`src/rtl/pipe_hazard_ctrl.sv`:
```
// Pipeline hazard control: load-use and mult/div stalls, taken-redirect flushes; HAZARD_STATS_EN adds a stall counter.
// All outputs are combinational (zero-cycle); a stall freezes PC and IF/ID and bubbles ID/EX, and a redirect overrides it.
module pipe_hazard_ctrl #(
  parameter int MD_CYCLES = 32
) (
  input  logic       clk,
  input  logic       rst_n,
  input  logic [4:0] id_rs,
  input  logic [4:0] id_rt,
  input  logic       id_uses_rs,
  input  logic       id_uses_rt,
  input  logic       ex_mem_read,
  input  logic [4:0] ex_rt,
  input  logic       id_md_start,
  input  logic       id_md_use,
  input  logic       ex_redirect,
  output logic       pc_write,
  output logic       if_id_write,
  output logic       if_id_flush,
  output logic       id_ex_flush,
  output logic       md_busy
`ifdef HAZARD_STATS_EN
  ,
  output logic [15:0] stall_count
`endif
);

  typedef enum logic {
    RUN     = 1'b0,
    MD_BUSY = 1'b1
  } state_t;

  state_t     state_q, state_d;
  logic [5:0] md_cnt_q, md_cnt_d;
  logic       load_hz;
  logic       md_hz;
  logic       stall;

  assign load_hz = ex_mem_read && (ex_rt != 5'd0) &&
                   ((id_uses_rs && (id_rs == ex_rt)) || (id_uses_rt && (id_rt == ex_rt)));
  assign md_hz   = (state_q == MD_BUSY) && (id_md_start || id_md_use);
  assign stall   = (load_hz || md_hz) && !ex_redirect;
  assign md_busy = (state_q == MD_BUSY);

  always_comb begin
    pc_write    = 1'b1;
    if_id_write = 1'b1;
    if_id_flush = 1'b0;
    id_ex_flush = 1'b0;
    if (ex_redirect) begin
      if_id_flush = 1'b1;
      id_ex_flush = 1'b1;
    end else if (stall) begin
      pc_write    = 1'b0;
      if_id_write = 1'b0;
      id_ex_flush = 1'b1;
    end
  end

  // A redirect kills the issuing instruction, but never an op already in flight.
  always_comb begin
    state_d  = state_q;
    md_cnt_d = md_cnt_q;
    case (state_q)
      RUN: begin
        if (id_md_start && !stall && !ex_redirect) begin
          state_d  = MD_BUSY;
          md_cnt_d = 6'(MD_CYCLES - 1);
        end
      end
      MD_BUSY: begin
        if (md_cnt_q == 6'd0) begin
          state_d = RUN;
        end else begin
          md_cnt_d = md_cnt_q - 6'd1;
        end
      end
      default: begin
        state_d  = RUN;
        md_cnt_d = 6'd0;
      end
    endcase
  end

  always_ff @(posedge clk or negedge rst_n) begin
    if (!rst_n) begin
      state_q  <= RUN;
      md_cnt_q <= 6'd0;
    end else begin
      state_q  <= state_d;
      md_cnt_q <= md_cnt_d;
    end
  end

`ifdef HAZARD_STATS_EN
  logic [15:0] stall_count_q, stall_count_d;

  always_comb begin
    stall_count_d = stall_count_q;
    if (stall && (stall_count_q != 16'hFFFF)) begin
      stall_count_d = stall_count_q + 16'd1;
    end
  end

  always_ff @(posedge clk or negedge rst_n) begin
    if (!rst_n) begin
      stall_count_q <= 16'd0;
    end else begin
      stall_count_q <= stall_count_d;
    end
  end

  assign stall_count = stall_count_q;
`endif

endmodule

```
`config.mk`:
```
export PLATFORM = sky130hd
export DESIGN_NAME = pipe_hazard_ctrl
export DESIGN_NICKNAME = d
export VERILOG_FILES = /design/src/rtl/pipe_hazard_ctrl.sv
export SDC_FILE = /design/constraint.sdc
export NUM_CORES = 1
export LEC_CHECK = 0
export ABC_AREA = 1
export CORE_AREA = 2 2 39 41
export CTS_CLUSTER_DIAMETER = 120
export DETAILED_ROUTE_END_ITERATION = 10
export DIE_AREA = 0 0 41 43
export DONT_BUFFER_PORTS = 1
export PLACE_DENSITY_LB_ADDON = 0.25
export SKIP_LAST_GASP = 1
export SLEW_MARGIN = 20
export SYNTH_ARGS = -nofsm -noshare
export SYNTH_HDL_FRONTEND = slang
export SYNTH_SLANG_ARGS = --single-unit
```
`constraint.sdc`:
```
create_clock -name clk -period 4.2 [get_ports clk]
set_input_delay 0.42 -clock clk [delete_from_list [all_inputs] [get_ports clk]]
set_output_delay 0.42 -clock clk [all_outputs]
set_load 0.01 [all_outputs]
```
Yosys cells after proc, flatten, opt, wreduce, memory -nomap -nowiden
Cells that the tools add are included.
{"block": "totals", "reg_bits": 7, "latchBits": 0, "mem_bits_rw": 0, "romBits": 0, "output_inout_bits": 5, "n_memories": 0}
{"block": "op_classes", "add_sub_neg": 1, "mul": 0, "div_mod_pow": 0, "order_cmp": 0, "n_eq_ne": 4, "n_shift": 0, "n_mux": 11, "bitwise": 1, "n_reduce_logical": 16}
{"operator": "6-bit two-way mux", "n": 2}
{"operator": "6-bit case mux with 2 select lines", "n": 1}
{"operator": "5-bit == test", "n": 2}
{"operator": "1-bit logical AND", "n": 8}
{"operator": "1-bit two-way mux", "n": 7}
{"operator": "6-bit logical NOT", "n": 1}
{"operator": "6-bit by 1-bit subtractor with 6-bit output (second input constant)", "n": 1}
{"operator": "5-bit nonzero test", "n": 1}
{"operator": "2-bit != test (second input constant)", "n": 2}
{"operator": "1-bit logical OR", "n": 3}
{"operator": "1-bit logical NOT", "n": 2}
{"operator": "1-bit case mux with 2 select lines", "n": 1}
{"operator": "2-bit AND reduction", "n": 1}
{"operator": "1-bit NOT", "n": 1}

Depth between registers and ports, before layout
{"block": "depth", "ltp_word": 11, "mapped_depth": 11, "depth_no_buf": 11}

Worst setup path before layout
No wires, ideal clock.
{"block": "synth_timing", "path_kind": "register to register", "startpoint": "reg md_cnt_q[0]", "endpoint": "reg md_cnt_q[5]", "setup_ns": 0.118, "t_arrival_ns": 1.567, "required_ns": 4.082, "slack_ns": 2.515, "stages_incl_launch_ff": 9, "path_buffers": 0, "cell_sequence": "dfrtp_1 -> inv_1 -> ha_1 -> inv_1 -> or2_1 -> or3_4 -> o21ai_4 -> nand3b_1 -> nand2_1"}
{"block": "synth_between", "elab_chain_cells": 3, "elab_cells_between_ends": 6}
{"item": "start, declared", "line": "34", "rtl": "logic [5:0] md_cnt_q, md_cnt_d;"}
{"item": "start signal, assigned", "line": "91", "rtl": "md_cnt_q <= md_cnt_d;"}
{"item": "6-bit by 1-bit subtractor with 6-bit output / 6-bit logical NOT (equally long branches)", "line": "75, 72"}
{"item": "6-bit two-way mux / 2-bit != test (equally long branches)"}
{"item": "6-bit case mux with 2 select lines / 2-bit AND reduction (equally long branches)"}
Several ways; a longest one is shown, not always the timed one. The select of a mux whose other input is x is not followed.
A chain may end at the register's enable or synchronous reset.

Worst setup path in the final report
{"block": "layout_timing", "startpoint": "reg state_q (netlist: md_busy)", "endpoint": "out if_id_write"}
{"block": "layout_between", "elab_chain_cells": 5}
{"item": "start, declared", "line": "33", "rtl": "state_t state_q, state_d;"}
{"item": "start signal, assigned", "line": "90", "rtl": "state_q <= state_d;"}
{"item": "1-bit logical AND", "line": "41", "rtl": "assign md_hz = (state_q == MD_BUSY) && (id_md_start || id_md_use);"}
{"item": "1-bit logical OR", "line": "42", "rtl": "assign stall = (load_hz || md_hz) && !ex_redirect;"}
{"item": "1-bit logical AND", "line": "42"}
{"item": "1-bit two-way mux", "line": "53", "rtl": "end else if (stall) begin"}
{"item": "1-bit two-way mux", "line": "50", "rtl": "if (ex_redirect) begin"}
{"item": "end, declared", "line": "18", "rtl": "output logic if_id_write,"}
No other way between the ends.

==> flow_summary.html <==
<table>
<tr><th>Metric</th><th>Value</th></tr>
<tr><th colspan="2">Setup path</th></tr>
<tr><td>Largest fanout on the critical path</td><td>9</td></tr>
<tr><td>Worst path cell trace</td><td>bufinv_8 -&gt; o21ai_1 -&gt; nand2_1</td></tr>
<tr><td>Delay of the slowest cell on the worst path</td><td>0.58 ns</td></tr>
<tr><td>CP endpoint kind</td><td>primary output</td></tr>
<tr><td>Worst setup path class</td><td>flip-flop to primary output</td></tr>
<tr><td>Nature of the critical path startpoint</td><td>flip-flop</td></tr>
<tr><td>Data required time of the worst path</td><td>3.78 ns</td></tr>
<tr><td>Critical Path Slowest Stage Cell</td><td>sky130_fd_sc_hd__dfrtp_1</td></tr>
<tr><td>Register-to-register path setup slack</td><td>2.41 ns</td></tr>
<tr><td>Arrival time at the worst endpoint</td><td>1.39 ns</td></tr>
<tr><th colspan="2">Synthesis</th></tr>
<tr><td>Register area share after synthesis</td><td>24.4%</td></tr>
<tr><td>Net Count, Synth</td><td>139</td></tr>
<tr><td>Cell type with the largest total area after synthesis</td><td>sky130_fd_sc_hd__nand2_1</td></tr>
<tr><td>Count of flip-flops with a built-in enable after synthesis</td><td>0</td></tr>
<tr><td>Count of synthesis-stage warnings from yosys</td><td>0</td></tr>
<tr><td>Combined area of all synthesized cells</td><td>717 sq um</td></tr>
<tr><td>Fraction of registers with async set or reset after synthesis</td><td>100%</td></tr>
<tr><td>FF+latch count, synth</td><td>7</td></tr>
<tr><td>Leading post-synthesis cells by instance count</td><td>sky130_fd_sc_hd__nand2_1, sky130_fd_sc_hd__inv_1, sky130_fd_sc_hd__nor2_1, sky130_fd_sc_hd__nand3_1, sky130_fd_sc_hd__dfrtp_1</td></tr>
<tr><td>Cells after synthesis</td><td>115</td></tr>
<tr><td>Dominant synthesized flop cell</td><td>sky130_fd_sc_hd__dfrtp_1</td></tr>
<tr><td>Cell types with the largest area share after synthesis</td><td>sky130_fd_sc_hd__nand2_1, sky130_fd_sc_hd__dfrtp_1, sky130_fd_sc_hd__inv_1, sky130_fd_sc_hd__nand3_1, sky130_fd_sc_hd__nor2_1</td></tr>
<tr><td>Leading cell type by number of instances after synthesis</td><td>sky130_fd_sc_hd__nand2_1</td></tr>
<tr><td>Distinct cell type count after synthesis</td><td>20</td></tr>
<tr><td>Share of the synthesized area in the top cell type</td><td>25.1%</td></tr>
<tr><td>Per-instance average area after synthesis</td><td>6.23 sq um</td></tr>
<tr><th colspan="2">Die</th></tr>
<tr><td>Core Area</td><td>1380 sq um</td></tr>
<tr><td>I/O Pins</td><td>28</td></tr>
<tr><td>Die Footprint</td><td>1760 sq um</td></tr>
<tr><td>Initial Utilization</td><td>51.8%</td></tr>
<tr><td>Placement row count</td><td>14</td></tr>
<tr><td>Die width</td><td>41 um</td></tr>
<tr><td>Chip Height</td><td>43 um</td></tr>
<tr><th colspan="2">Detailed routing</th></tr>
<tr><td>Initial DRC Count</td><td>8</td></tr>
<tr><td>Number of vias per cell after detailed routing</td><td>4.92</td></tr>
<tr><td>Number of detailed-routing iterations run before antenna repair</td><td>4</td></tr>
<tr><td>Final WL</td><td>1230 um</td></tr>
<tr><td>Vias after detailed routing</td><td>655</td></tr>
<tr><td>Number of remaining DRC errors</td><td>0</td></tr>
<tr><td>Wire per inst</td><td>9.22 um</td></tr>
<tr><td>Number of nets with antenna violations after routing</td><td>0</td></tr>
<tr><th colspan="2">Run status</th></tr>
<tr><td>Status</td><td>finished clean</td></tr>
<tr><th colspan="2">Clocking</th></tr>
<tr><td>CTS tree</td><td>done</td></tr>
<tr><td>Clock input transition at the sequential cells of the worst setup and hold paths</td><td>0.05 ns</td></tr>
<tr><td>Number of clock sinks</td><td>7</td></tr>
<tr><td>Cell at the root of the clock tree</td><td>sky130_fd_sc_hd__clkbuf_4</td></tr>
<tr><td>H-tree Lvls</td><td>1</td></tr>
<tr><td>Clock Tree Buf Depth</td><td>2</td></tr>
<tr><td># Post-CTS Setup Buffers</td><td>0</td></tr>
<tr><td>TritonCTS buffer count</td><td>3</td></tr>
<tr><td>Later-pin clock latency in the skew report</td><td>0.25 ns</td></tr>
<tr><td>Cts-stage hold buffer count</td><td>1</td></tr>
<tr><td>Number of cells upsized or downsized after cts</td><td>0</td></tr>
<tr><th colspan="2">Placement</th></tr>
<tr><td>Detailed Place HPWL</td><td>1080 um</td></tr>
<tr><td>Placement-stage worst setup slack</td><td>2.41 ns</td></tr>
<tr><td>DP Cell Count</td><td>128</td></tr>
<tr><td>Final GP Congestion</td><td>0.846</td></tr>
<tr><td>Number of port buffers</td><td>0</td></tr>
<tr><th colspan="2">STA</th></tr>
<tr><td>Minimum setup slack in the final design</td><td>2.39 ns</td></tr>
<tr><td>Final Hold Viols</td><td>0</td></tr>
<tr><td>Total count of max-transition violations in the final report</td><td>0</td></tr>
<tr><td>Sum Neg Setup Slack</td><td>0 ns</td></tr>
<tr><td>Clock skew</td><td>0.00490 ns</td></tr>
<tr><td>Final Cycle Share</td><td>43.2%</td></tr>
<tr><td>Tmin final</td><td>1.81 ns</td></tr>
<tr><td>Maximum clock frequency</td><td>551 MHz</td></tr>
<tr><td>Setup violators final</td><td>0</td></tr>
<tr><td>Actual transition at the worst max-transition pin</td><td>0.399 ns</td></tr>
<tr><td>Setup repair after global routing missed its margin</td><td>no</td></tr>
<tr><td>Slew HR</td><td>73.4%</td></tr>
<tr><th colspan="2">Global routing</th></tr>
<tr><td>Global-route usage over all layers</td><td>16.2%</td></tr>
<tr><td>First-pass GRT wire length</td><td>1930 um</td></tr>
<tr><td>Largest net degree at the start of global routing</td><td>10</td></tr>
<tr><td>Final global-route overflow total</td><td>0</td></tr>
<tr><td>Initial antenna violation count</td><td>0</td></tr>
<tr><td>Number of global-route vias before repair</td><td>534</td></tr>
<tr><th colspan="2">Power and ir drop</th></tr>
<tr><td>Comb power frac</td><td>47.4%</td></tr>
<tr><td>P_sw</td><td>0.177 mW</td></tr>
<tr><td>Sequential cell fraction of total power</td><td>38.2%</td></tr>
<tr><td>Total design power</td><td>0.405 mW</td></tr>
<tr><td>Peak supply drop</td><td>0.459 mV</td></tr>
<tr><td>Power density over the cells</td><td>558 nW/um^2</td></tr>
<tr><td>Leakage dissipation</td><td>0.428 nW</td></tr>
<tr><td>Clock Power Share</td><td>14.4%</td></tr>
<tr><td>Switching share of power</td><td>43.8%</td></tr>
<tr><td>Internal Dissipation</td><td>0.228 mW</td></tr>
<tr><th colspan="2">Layout</th></tr>
<tr><td>Final Net Count</td><td>142</td></tr>
<tr><td>Ant diodes</td><td>0</td></tr>
<tr><td>Final cell count without fillers</td><td>133</td></tr>
<tr><td>Layout cells sized above 1</td><td>10.3%</td></tr>
<tr><td>Layout overhead on the synthesized area</td><td>1.22%</td></tr>
<tr><th colspan="2">Run</th></tr>
<tr><td>Max Cap Viol</td><td>0</td></tr>
<tr><th colspan="2">Hold path</th></tr>
<tr><td>Hold Path Class</td><td>input pin to flip-flop</td></tr>
</table>
-- worst max-delay path, delay by kind of cell, from the launching register on --
family                 cells  cell delay [ns]
buffers and inverters      1             0.26
DFF                        1             0.58
AOI/OAI and AO/OA          1             0.14
and+or+nand+nor            1             0.17
-- state kept, by name, summed over array words and instances (netlist names) --
name      flops
md_cnt_q      6
md_busy       1
-- power by group through the flow --
stage               registers [mW]  logic [mW]  clock network, mW
global placement             0.155       0.190                  0
finish                       0.155       0.192             0.0584
detailed placement           0.156       0.194                  0
CTS                          0.155       0.196             0.0592
global route                 0.161       0.226             0.0649
floorplan                    0.133       0.214                  0
-- path summary, 6_finish.rpt --
| check | endpoint | from | cells past startpoint |
|---|---|---|---|
| worst max-delay path | if_id_write | md_busy | 3 |
| worst min-delay path | md_busy | id_md_start | 2 |
| worst max register to register | md_cnt_q[2] | md_cnt_q[0] | 9 |
| worst min register to register | md_cnt_q[0] | md_cnt_q[0] | 2 |
| max in group asynchronous | md_cnt_q[0] | rst_n | 1 |
| min in group asynchronous | md_cnt_q[3] | rst_n | 1 |
-- layout by cell type, fill, tap and decap left out, drive strengths merged --
| cell type | netlist | final |
|---|---|---|
| or2 | 2 | 2 |
| dlygate4sd3 | 0 | 1 |
| or3 | 1 | 1 |
| dfrtp | 7 | 7 |
| nand4 | 2 | 2 |
| o21ai | 5 | 5 |
| bufinv | 1 | 1 |
| inv | 19 | 19 |
| nand2 | 50 | 50 |
| nand3 | 11 | 11 |
| nor2 | 12 | 12 |
| clkbuf | 0 | 4 |
| nand3b | 1 | 1 |
| ha | 1 | 1 |
-- layer usage --
metal | global-route usage, % | wire length, um | up-vias
met5 | 0 | 0 | -
met4 | 4.00 | 0 | 0
met3 | 6.81 | 110 | 0
met2 | 30.6 | 624 | 19
met1 | 14.1 | 491 | 285
li1 | - | - | 351
-- cells by family (layout without fill, tap and decap cells) --
| logic type | count (synthesis) | after routing | synth area share (%) |
|---|---|---|---|
| AND/OR/NAND/NOR | 79 | 79 | 49.7 |
| flip-flops | 7 | 7 | 24.4 |
| AO/OA/AOI/OAI | 5 | 5 | 5.06 |
| adder cells (fa/ha/maj) | 1 | 1 | 1.74 |
| buffers and inverters | 23 | 25 | 19.0 |
-- through the flow --
stage | hold WS (ns) | cell area (sq um) | util, %
2_1_floorplan | 0.124 | 717 | -
3_3_place_gp | 0.125 | 689 | 49.8
3_5_place_dp | 0.125 | 689 | 49.8
4_1_cts | 0.413 | 726 | 52.4
5_1_grt | 0.416 | 726 | 52.4
6_report | 0.415 | 726 | 52.4
-- cell type report --
type / count / area [sq um]
Sequential cell: 7 / 175
Fill cell: 146 / 658
Inverter: 20 / 88.8
Timing Repair Buffer: 1 / 10.0
Tap cell: 16 / 20.0
Multi-Input combinational cell: 85 / 405
Clock buffer: 4 / 26.3
(Power assumes the default switching activity.)
